--- config.mk ---
export PLATFORM = sky130hd
export DESIGN_NAME = logic_unit_arbiter
export DESIGN_NICKNAME = d
export VERILOG_FILES = /design/src/rtl/logic_unit_arbiter.sv
export SDC_FILE = /design/constraint.sdc
export NUM_CORES = 1
export LEC_CHECK = 0
export CAP_MARGIN = 5
export CORE_ASPECT_RATIO = 1.4
export CORE_MARGIN = 5
export CORE_UTILIZATION = 49
export CTS_CLUSTER_DIAMETER = 200
export DETAILED_ROUTE_END_ITERATION = 8
export PLACE_DENSITY = 0.88
export SLEW_MARGIN = 20
export SYNTH_ARGS = -nofsm -noshare
export SYNTH_HDL_FRONTEND = slang
export SYNTH_SLANG_ARGS = --single-unit
--- constraint.sdc ---
create_clock -name clock -period 6.1 [get_ports clock]
set_input_delay 0.915 -clock clock [delete_from_list [all_inputs] [get_ports clock]]
set_output_delay 0.915 -clock clock [all_outputs]
set_load 0.005 [all_outputs]
--- src/rtl/logic_unit_arbiter.sv ---
// Round-robin arbiter sharing a 2-stage registered logic unit among N_REQ requesters.
// Define ARB_FIXED_PRIO_EN to build a fixed-priority (lowest index wins) arbiter with no pointer register.
module logic_unit_arbiter #(
    parameter int unsigned N_REQ  = 4,
    parameter int unsigned DATA_W = 8,
    parameter int unsigned ID_W   = 2
) (
    input  logic                      clock,
    input  logic                      i_reset_n,
    input  logic                      i_enable,
    input  logic [N_REQ-1:0]          i_req,
    input  logic [N_REQ*DATA_W-1:0]   i_a,
    input  logic [N_REQ*DATA_W-1:0]   i_b,
    input  logic [N_REQ*2-1:0]        i_op,
    output logic [N_REQ-1:0]          o_gnt,
    output logic                      o_res_valid,
    output logic [ID_W-1:0]           o_res_id,
    output logic [DATA_W-1:0]         o_data,
    output logic                      o_busy,
    output logic [1:0]                o_state
);

    typedef enum logic [1:0] {
        ST_IDLE  = 2'b00,
        ST_RUN   = 2'b01,
        ST_DRAIN = 2'b10
    } state_e;

    state_e              state_q, state_d;
    logic                s1_valid_q, s1_valid_d;
    logic [DATA_W-1:0]   s1_or_q, s1_or_d;
    logic [DATA_W-1:0]   s1_and_q, s1_and_d;
    logic [1:0]          s1_op_q, s1_op_d;
    logic [ID_W-1:0]     s1_id_q, s1_id_d;
    logic                s2_valid_q, s2_valid_d;
    logic [DATA_W-1:0]   s2_data_q, s2_data_d;
    logic [ID_W-1:0]     s2_id_q, s2_id_d;
    logic                busy_q, busy_d;

    logic [ID_W-1:0]     rp_val;
    logic [N_REQ-1:0]    gnt_c;
    logic [ID_W-1:0]     gnt_id_c;
    logic                gnt_any_c;
    logic [ID_W-1:0]     search_idx;
    logic [DATA_W-1:0]   a_sel, b_sel, comb_res;
    logic [1:0]          op_sel;

    logic [DATA_W-1:0]   a_arr  [N_REQ];
    logic [DATA_W-1:0]   b_arr  [N_REQ];
    logic [1:0]          op_arr [N_REQ];

    for (genvar g = 0; g < N_REQ; g++) begin : g_slice
        assign a_arr[g]  = i_a[g*DATA_W +: DATA_W];
        assign b_arr[g]  = i_b[g*DATA_W +: DATA_W];
        assign op_arr[g] = i_op[g*2 +: 2];
    end

`ifdef ARB_FIXED_PRIO_EN
    assign rp_val = '0;
`else
    logic [ID_W-1:0] rp_q, rp_d;
    assign rp_val = rp_q;
`endif

    // Wrapping search from the pointer; first requesting index wins, only while running.
    always_comb begin
        gnt_c      = '0;
        gnt_id_c   = '0;
        gnt_any_c  = 1'b0;
        search_idx = '0;
        if (state_q == ST_RUN) begin
            for (int unsigned i = 0; i < N_REQ; i++) begin
                search_idx = ID_W'((32'(rp_val) + i) % N_REQ);
                if (!gnt_any_c && i_req[search_idx]) begin
                    gnt_any_c          = 1'b1;
                    gnt_id_c           = search_idx;
                    gnt_c[search_idx]  = 1'b1;
                end
            end
        end
    end

    assign a_sel  = a_arr[gnt_id_c];
    assign b_sel  = b_arr[gnt_id_c];
    assign op_sel = op_arr[gnt_id_c];

    always_comb begin
        case (s1_op_q)
            2'b00:   comb_res = s1_or_q;
            2'b01:   comb_res = s1_and_q;
            2'b10:   comb_res = s1_or_q & ~s1_and_q;
            default: comb_res = s1_or_q | s1_and_q;
        endcase
    end

    // Next-state: controller, pointer and both pipeline stages.
    always_comb begin
        state_d    = state_q;
        s1_valid_d = gnt_any_c;
        s1_or_d    = s1_or_q;
        s1_and_d   = s1_and_q;
        s1_op_d    = s1_op_q;
        s1_id_d    = s1_id_q;
        s2_valid_d = s1_valid_q;
        s2_data_d  = s2_data_q;
        s2_id_d    = s2_id_q;
        busy_d     = gnt_any_c | s1_valid_q;
`ifndef ARB_FIXED_PRIO_EN
        rp_d       = rp_q;
        if (gnt_any_c) begin
            rp_d = ID_W'((32'(gnt_id_c) + 32'd1) % N_REQ);
        end
`endif
        if (gnt_any_c) begin
            s1_or_d  = a_sel | b_sel;
            s1_and_d = a_sel & b_sel;
            s1_op_d  = op_sel;
            s1_id_d  = gnt_id_c;
        end
        if (s1_valid_q) begin
            s2_data_d = comb_res;
            s2_id_d   = s1_id_q;
        end
        case (state_q)
            ST_IDLE:  if (i_enable) state_d = ST_RUN;
            ST_RUN:   if (!i_enable) state_d = ST_DRAIN;
            ST_DRAIN: begin
                if (i_enable) begin
                    state_d = ST_RUN;
                end else if (!s1_valid_q && !s2_valid_q) begin
                    state_d = ST_IDLE;
                end
            end
            default:  state_d = ST_IDLE;
        endcase
    end

    always_ff @(posedge clock or negedge i_reset_n) begin
        if (!i_reset_n) begin
            state_q    <= ST_IDLE;
            s1_valid_q <= 1'b0;
            s1_or_q    <= '0;
            s1_and_q   <= '0;
            s1_op_q    <= '0;
            s1_id_q    <= '0;
            s2_valid_q <= 1'b0;
            s2_data_q  <= '0;
            s2_id_q    <= '0;
            busy_q     <= 1'b0;
`ifndef ARB_FIXED_PRIO_EN
            rp_q       <= '0;
`endif
        end else begin
            state_q    <= state_d;
            s1_valid_q <= s1_valid_d;
            s1_or_q    <= s1_or_d;
            s1_and_q   <= s1_and_d;
            s1_op_q    <= s1_op_d;
            s1_id_q    <= s1_id_d;
            s2_valid_q <= s2_valid_d;
            s2_data_q  <= s2_data_d;
            s2_id_q    <= s2_id_d;
            busy_q     <= busy_d;
`ifndef ARB_FIXED_PRIO_EN
            rp_q       <= rp_d;
`endif
        end
    end

    assign o_gnt       = gnt_c;
    assign o_res_valid = s2_valid_q;
    assign o_res_id    = s2_id_q;
    assign o_data      = s2_data_q;
    assign o_busy      = busy_q;
    assign o_state     = state_q;

endmodule

==> flow_summary.ini, run 1 <==
[outcome]
status = finished, final reports clean

[timing]
hold_viol_final = 0
fin_crit_sh = 0.751
worstMarginPinSlew_ns = 0.956
rsz0062_at_grt = false
period_needed_ns = 4.58
max_freq_ghz = 0.218
fin_skew_ns = 0.00838
setup_tns_ns = 0
drv_slew = 0
setup_viol = 0
slew_headroom = 0.363

[cells_and_area]
layout_commonest_cell = clkdlybuf4s50_1
fillers = 421
final_core_util = 0.698
drive_above_1_share = 0.104
final_cell_mix = clkdlybuf4s50_1 (95), nand2_1 (46), dfrtp_1 (37)
nets = 453
area_delta_synth_final_pct = 38.4
diodes = 0

[critical_path]
crit_path_max_fanout = 19
ff2ff_path_depth = 9
r2r_slack_ns = 2.07
worst-path-buf-inv = 2
r2r_start = rp_q[0]
r2r-end = s1_and_q[7]
crit_required_ns = 5.18
crit_path_start_kind = register
cpLargestDelayFamily = simple AND/OR/NAND/NOR gates
critPathMaxStageDelay_ns = 0.76
critical_path.endpoint_type = output port
crit_type = reg -> out
crit_arrival_ns = 3.66
slowest_stage = dfrtp_1
worstPathCellList = inv_1 -> ha_1 -> or3_1 -> or4b_1 -> o311ai_2 -> a221oi_1 -> nor2_1 -> clkdlybuf4s50_1

[min_path]
min_from = s1_id_q[0]
min_to = s1_id_q[0]
hp-class = reg -> reg
whs_path_depth = 1

[logic_synthesis]
synth.avg_cell_area_sq_um = 9.26
synthArstFlopShare = 1.00
syn_area_sq_um = 2620
netlist-cell-type-count = 47
synth-main-ff-cell = dfrtp_1
synth-edff-count = 0
syn_inst = 283
ys_warn_count = 0
ys_seq_area_frac = 0.353
synth_fp_nets = 370
ys_ff_latch = 37

[placement]
io_buffers = 96
place.gp.congestion = 0.879
hpwl_microns = 5160

[clock_network]
clk_pin_slew_ns = 0.07
numClockSinks = 37
cts_buffers = 5
cts_resized = 0
clock_latency_ns = 0.28
h-tree-depth = 2
cts_buffer_depth = 2
ctsHoldBuffers = 0
cts_tree = done
root_buffer = clkbuf_8
cts_setup_buffers = 0

[run]
drv_cap = 0

[global_routing]
grt_overflow = 0
grt_usage = 0.194
grt_pass1_wl_microns = 10700
grt_pass1_vias = 2331
antenna_found_initial = 0
grt_max_degree = 39

[drt]
route.vias.total = 2426
ant_nets = 0
drcViolationCount = 0
firstDrtPassIters = 4
drt-initial-drc-count = 101
drt-wirelength-per-cell_microns = 15.3
post_drt_via_cell_ratio = 5.60
wl_microns = 6620

[power_and_ir_drop]
power.density_nw_per_um2 = 410
ir_worst_vdd_mv = 0.187
power_leakage_nw = 1.47

[floorplanning]
fp.dieArea_sq_um = 6930
io_pins = 97
fp-row-count = 31
core_area_sq_um = 5200
initial_utilization = 0.504
fp.dieW_microns = 71.8
die_y_microns = 96.5
[cell usage after synthesis, drive strengths merged, types with 2 or more instances]
cell type	n	area share
a21boi	2	0.0057
mux4	3	0.026
inv	7	0.010
clkbuf	12	0.018
mux2i	17	0.065
a21oi	18	0.034
a31oi	8	0.019
o211ai	3	0.0086
o311ai	2	0.0095
ha	8	0.038
mux2	10	0.043
a21o	2	0.0057
and3	2	0.0048
xnor2	2	0.0067
o21ai	8	0.017
dfrtp	37	0.35
nor2	28	0.040
a32o	8	0.031
nand2	46	0.066
a221oi	4	0.013
o31ai	11	0.052
nand3b	2	0.0057
o32ai	3	0.010
a22oi	12	0.034
buf	10	0.033
nor2b	4	0.012
nand2b	3	0.0072
[logic make-up (layout without fill, tap and decap cells)]
kind of cell    Yosys count  count (layout)  share of synthesized area
compound gates           83              83                      0.246
simple gates             93              93                      0.159
xor+xnor                  2               2                    0.00668
mux                      30              30                      0.134
fa+ha+maj                 8               8                     0.0382
flops                    37              37                      0.353
buf+inv                  30             114                     0.0625
[layer usage]
layer | global-route usage | part of all wire | vias to the layer above
li1 | - | - | 1193
met1 | 0.218 | 0.39 | 1142
met2 | 0.375 | 0.53 | 87
met3 | 0.0331 | 0.067 | 4
met4 | 0.0502 | 0.0075 | 0
met5 | 0 | 0 | -
[sequential cells by signal (all words and copies together) (netlist names)]
| register | flops |
|---|---|
| s1_id_q | 2 |
| o_res_valid | 1 |
| o_res_id | 2 |
| o_busy | 1 |
| rp_q | 2 |
| s1_and_q | 8 |
| s1_valid_q | 1 |
| o_data | 8 |
| s1_op_q | 2 |
| o_state | 2 |
| s1_or_q | 8 |
[area by class of cell]
class	count	area, sq um	share of cell area
Sequential cell	37	926	0.255
Clock inverter	3	17.5	0.00483
Timing Repair Buffer	98	971	0.268
Inverter	8	30.0	0.00828
Tap cell	66	82.6	0.0228
Clock buffer	5	68.8	0.0190
Multi-Input combinational cell	216	1530	0.422
[worst register-to-register path, stage by stage, from the launching register on]
cell and delay [ns]:
dfrtp_1 0.76, inv_1 0.31, ha_1 0.44, or3_1 0.42, or4b_1 0.49, o311ai_2 0.16, o21a_1 0.68, nand2_1 0.12
a32o_1 0.33, o31ai_2 0.22
[how the worst max path moves through the flow]
| stage | startpoint | end | slack, ns | depth (start not counted) |
|---|---|---|---|---|
| CTS | rp_q[0] | o_gnt[1] | 1.52 | 8 |
| detailed placement | rp_q[0] | o_gnt[1] | 1.82 | 8 |
| global placement | i_req[1] | o_gnt[3] | 1.89 | 7 |
| global route | rp_q[0] | o_gnt[1] | 1.27 | 8 |
| floorplan | rp_q[0] | o_gnt[0] | 2.65 | 9 |
| finish | rp_q[0] | o_gnt[1] | 1.52 | 8 |
[where the power goes]
part           switching (W)  internal, W  leakage [nW]
Clock              0.0000827    0.0000787        0.0439
Combinational       0.000434     0.000432         0.997
Sequential          0.000106     0.000353         0.432
[per-stage QoR]
step | hold slack (ns) | worst slack (ns) | instances | total power, W | instance area [sq um]
6_report | 0.480 | 1.52 | 433 | 0.00149 | 3630
5_1_grt | 0.511 | 1.27 | 433 | 0.00161 | 3630
4_1_cts | 0.480 | 1.52 | 433 | 0.00150 | 3630
3_5_place_dp | 0.465 | 1.82 | 425 | 0.00133 | 3540
3_3_place_gp | 0.457 | 1.89 | 425 | 0.00130 | 3540
2_1_floorplan | 0.352 | 2.65 | 283 | 0.00108 | 2620
(Power assumes the default switching activity.)
==> run 2: changes to the inputs <==
--- a/config.mk
+++ b/config.mk
@@ -8,10 +8,10 @@
 export CAP_MARGIN = 5
 export CORE_ASPECT_RATIO = 1.4
 export CORE_MARGIN = 5
-export CORE_UTILIZATION = 49
+export CORE_UTILIZATION = 45
 export CTS_CLUSTER_DIAMETER = 200
 export DETAILED_ROUTE_END_ITERATION = 8
-export PLACE_DENSITY = 0.88
+export PLACE_DENSITY = 0.82
 export SLEW_MARGIN = 20
 export SYNTH_ARGS = -nofsm -noshare
 export SYNTH_HDL_FRONTEND = slang
==> constraint.sdc (replaced) <==
create_clock -name clock -period 4.4 [get_ports clock]
set_input_delay 0.66 -clock clock [delete_from_list [all_inputs] [get_ports clock]]
set_output_delay 0.66 -clock clock [all_outputs]
set_load 0.005 [all_outputs]
==> run 2 against run 1 <==
  * Register-to-register slack lost 1.4 ns
  * Combinational power grew 43%
  * Utilization shrank 5.5 points
  * Critical endpoint is now o_gnt[2]
  * Setup slack lost 1.2 ns
  * Highest routed layer unchanged
  * Total power grew 49%
  * Count of clock-buffer cells in the layout is the same
  * Design area grew 2.4%
  * Critical path depth is the same
  * Largest cell class unchanged
  * First-iteration DRC count grew 36%
==> flow_summary.ini, run 2 (synthesized netlist as in run 1, its figures left out) <==
[critical_path]
critical_path.endpoint_type = output port
crit_arrival_ns = 3.42
crit_path_max_fanout = 13
crit_required_ns = 3.74
crit_type = reg -> out
crit_path_start_kind = register

[global_routing]
grt_overflow = 0
grt_usage = 0.195
grt_max_degree = 38
grt_pass1_wl_microns = 11600
antenna_found_initial = 0
grt_pass1_vias = 2509

[floorplanning]
io_pins = 97
initial_utilization = 0.453
fp.dieW_microns = 74.5
fp-row-count = 33
fp.dieArea_sq_um = 7470
die_y_microns = 100
core_area_sq_um = 5780

[clock_network]
clock_latency_ns = 0.29
cts_setup_buffers = 0
cts_buffer_depth = 2
ctsHoldBuffers = 0
clk_pin_slew_ns = 0.08
numClockSinks = 37
root_buffer = clkbuf_8
cts_buffers = 5
cts_resized = 0
h-tree-depth = 2
cts_tree = done

[drt]
post_drt_via_cell_ratio = 5.53
drt-initial-drc-count = 137
drt-wirelength-per-cell_microns = 15.7
ant_nets = 0
route.vias.total = 2439
wl_microns = 6910
drcViolationCount = 0
firstDrtPassIters = 4

[power_and_ir_drop]
power_leakage_nw = 1.52
comb_power_share = 0.562
power_w = 0.00221
seqPwrFrac = 0.278
p_switching_w = 0.000879
p_int_w = 0.00133
ir_worst_vdd_mv = 0.294
power.density_nw_per_um2 = 596
p_sw_frac = 0.397
clkPwrFrac = 0.160

[outcome]
status = finished, final reports clean

[cells_and_area]
layout_commonest_cell = clkdlybuf4s50_1
drive_above_1_share = 0.113
final_area_sq_um = 3710
nets = 457
final_core_util = 0.642
diodes = 0
final_cell_mix = clkdlybuf4s50_1 (95), nand2_1 (46), dfrtp_1 (37)
fillers = 503
fin_cells = 441
area_delta_synth_final_pct = 41.7

[timing]
worstMarginPinSlew_ns = 0.777
slew_headroom = 0.482
period_needed_ns = 4.08
max_freq_ghz = 0.245
rsz0062_at_grt = false
setup_tns_ns = 0
fin_skew_ns = 0.0121
setup_viol = 0
fin_crit_sh = 0.928
hold_viol_final = 0
drv_slew = 0

[placement]
place.gp.congestion = 0.899
place_area_sq_um = 3580
placed_cells = 433
io_buffers = 96
hpwl_microns = 5450

[run]
drv_cap = 0

[min_path]
hp-class = in -> async
run 2: worst paths after layout:
kind / start / to / slack (ns) / depth (start not counted)
max: rp_q[1] / o_gnt[2] / 0.32 / 8
min: i_reset_n / o_data[1] / 0.43 / 1
max reg2reg: rp_q[1] / s1_op_q[1] / 0.69 / 10
min reg2reg: s1_id_q[0] / s1_id_q[0] / 0.48 / 1
max in group asynchronous: i_reset_n / o_state[1] / 3.46 / 1
min in group clock: s1_id_q[0] / s1_id_q[0] / 0.48 / 1
run 2: critical path: stages (launching register included):
cell and delay, ns:
dfrtp_1 0.63, inv_1 0.19, ha_1 0.40, or3_1 0.42, or4b_1 0.50, o311ai_2 0.17
a221oi_1 0.20, nor2_1 0.11, clkdlybuf4s50_1 0.51
run 2: layout make-up:
| type | count | area (sq um) | area share |
|---|---|---|---|
| multi-input cells | 216 | 1530 | 0.412 |
| repair buffers | 102 | 1000 | 0.270 |
| flip-flops and latches | 37 | 926 | 0.249 |
| well taps | 70 | 87.6 | 0.0236 |
| clock buffers | 5 | 68.8 | 0.0185 |
| clock inverters | 3 | 68.8 | 0.0185 |
| inverters | 8 | 30.0 | 0.00809 |
run 2: through the flow:
stage	worst slack (ns)	hold slack (ns)
final	0.319	0.434
after global routing	0.106	0.496
after detailed placement	0.614	0.468
after global placement	0.647	0.454
after floorplan	1.14	0.352
after CTS	0.314	0.469
run 2: power by group through the flow:
stage	Sequential (W)	Clock, W	Combinational [W]
final	0.000615	0.000353	0.00124
after global routing	0.000635	0.000375	0.00139
after CTS	0.000614	0.000357	0.00125
after detailed placement	0.000620	0	0.00124
after global placement	0.000612	0	0.00121
after floorplan	0.000576	0	0.000918
run 2: routing by layer:
metal | part of all wire | vias up | global-route usage
met4 | 0.017 | 0 | 0.0616
met3 | 0.074 | 7 | 0.0411
met2 | 0.50 | 86 | 0.326
li1 | - | 1204 | -
met5 | 0 | - | 0
met1 | 0.40 | 1142 | 0.248
==> run 3: changes to the inputs <==
--- a/config.mk
+++ b/config.mk
@@ -11,6 +11,7 @@
 export CORE_UTILIZATION = 45
 export CTS_CLUSTER_DIAMETER = 200
 export DETAILED_ROUTE_END_ITERATION = 8
+export GPL_TIMING_DRIVEN = 0
 export PLACE_DENSITY = 0.82
 export SLEW_MARGIN = 20
 export SYNTH_ARGS = -nofsm -noshare
==> run 3 against run 2 <==
  * Final cell count rose by 4.1%
  * First-iteration DRC count decreased by 1.5%
  * Maximum frequency is 3.9% lower
  * Setup slack worse by 0.17 ns
  * Count of clock-buffer cells in the layout unchanged
  * Sequential share of layout area shrank 0.53 points
==> flow_summary.ini, run 3 (synthesized netlist as in run 1, its figures left out) <==
[outcome]
status = finished, final reports clean

[placement]
post-place-ws_ns = 0.364
place.gp.congestion = 0.821
hpwl_microns = 5780
place_area_sq_um = 3670
io_buffers = 94

[floorplanning]
fp-row-count = 33
io_pins = 97
fp.dieW_microns = 74.5
die_y_microns = 100
core_area_sq_um = 5780
initial_utilization = 0.453
fp.dieArea_sq_um = 7470

[global_routing]
grt_pass1_wl_microns = 11700
grt_overflow = 0
antenna_found_initial = 0
grt_max_degree = 22
grt_pass1_vias = 2548
grt_usage = 0.197

[clock_network]
cts_tree = done
root_buffer = clkbuf_8
cts_buffers = 5
clock_latency_ns = 0.30
h-tree-depth = 2
numClockSinks = 37
clk_pin_slew_ns = 0.07
cts_buffer_depth = 2
ctsHoldBuffers = 0

[timing]
fin_crit_sh = 0.966
worstMarginPinSlew_ns = 0.656
drv_slew = 0
period_needed_ns = 4.25
setup_viol = 0
slew_headroom = 0.563
layout_setup_ws_ns = 0.151
hold_viol_final = 0
fin_skew_ns = 0.00521
setup_tns_ns = 0
rsz0062_at_grt = false
max_freq_ghz = 0.235

[power_and_ir_drop]
p_sw_frac = 0.419
power_leakage_nw = 1.55
power.density_nw_per_um2 = 580
ir_worst_vdd_mv = 0.378
p_int_w = 0.00128
seqPwrFrac = 0.268
power_w = 0.00220
clkPwrFrac = 0.105
p_switching_w = 0.000923
comb_power_share = 0.627

[drt]
post_drt_via_cell_ratio = 5.59
drcViolationCount = 0
firstDrtPassIters = 4
drt-initial-drc-count = 135
wl_microns = 7220
ant_nets = 0
drt-wirelength-per-cell_microns = 15.7
route.vias.total = 2564

[critical_path]
crit_type = reg -> out
crit_path_start_kind = register
crit_arrival_ns = 3.59
critical_path.endpoint_type = output port
crit_path_max_fanout = 10
crit_required_ns = 3.74

[run]
drv_cap = 0

[cells_and_area]
area_delta_synth_final_pct = 44.9
layout_commonest_cell = clkdlybuf4s50_1
drive_above_1_share = 0.144
final_cell_mix = clkdlybuf4s50_1 (93), nand2_1 (46), dfrtp_1 (36)
final_area_sq_um = 3800
nets = 475
fillers = 497
diodes = 0

[min_path]
hp-class = in -> async
## run 3: changes by cell type in the layout (fill, tap and decap cells not counted), moves of 2 or more
cell             delta
buf_2               +5
buf_4               -3
buf_6               +2
bufinv_16           -2
clkbuf_1           +10
clkbuf_2            +2
clkdlybuf4s50_1     -2
clkinv_2            +2
clkinvlp_4          +2
## run 3: worst max-delay path: stages, from the launching register on
cell	delay, ns
dfrtp_2	0.42
buf_6	0.14
clkbuf_4	0.22
clkinvlp_4	0.16
ha_2	0.36
or3_1	0.41
or4b_1	0.49
o311ai_2	0.18
a221oi_1	0.21
nor2_1	0.15
clkdlybuf4s50_1	0.54
## run 3: final cells by class
cell class	instances	area (sq um)	area share
Clock buffer	5	68.8	0.0181
Inverter	8	33.8	0.00889
Multi-Input combinational cell	216	1540	0.405
Tap cell	70	87.6	0.0231
Sequential cell	37	927	0.244
Timing Repair Buffer	98	986	0.260
Buffer	22	138	0.0362
Clock inverter	3	17.5	0.00461
## run 3: per-stage QoR
stage / util / cells / hold WS [ns]
2_1_floorplan: - / 283 / 0.352
3_3_place_gp: 0.631 / 447 / 0.358
3_5_place_dp: 0.635 / 448 / 0.364
4_1_cts: 0.650 / 456 / 0.284
5_1_grt: 0.657 / 459 / 0.309
6_report: 0.657 / 459 / 0.284
## run 3: repair_timing
action | in CTS | in global routing
gates resized for setup | 0 | 7
endpoints found under the setup margin | 0 | 4
buffers inserted | 0 | 3
## run 3: worst paths after layout
kind                                  from           to  slack, ns  cells past startpoint
worst min register to register  s1_valid_q  o_res_valid       0.38                      0
max in group asynchronous        i_reset_n      rp_q[0]       3.66                      2
worst min-delay path             i_reset_n    o_data[3]       0.28                      1
worst max register to register     rp_q[0]   s1_or_q[4]       0.74                     12
worst max-delay path               rp_q[0]     o_gnt[2]       0.15                     10
min in group clock              s1_valid_q  o_res_valid       0.38                      0
## run 3: routing by layer
layer  GRT usage  vias to the layer above  share of wire
met5           0                        -              0
met4      0.0630                        0          0.015
met3      0.0341                       10          0.073
met2       0.336                       99           0.49
met1       0.248                     1212           0.42
li1            -                     1243              -
## run 3: power groups by stage
stage	combinational [W]	sequential, W	clock [W]
final	0.00138	0.000590	0.000231
after global placement	0.00130	0.000588	0
after floorplan	0.000918	0.000576	0
after detailed placement	0.00133	0.000593	0
after CTS	0.00134	0.000587	0.000236
after global routing	0.00151	0.000610	0.000245
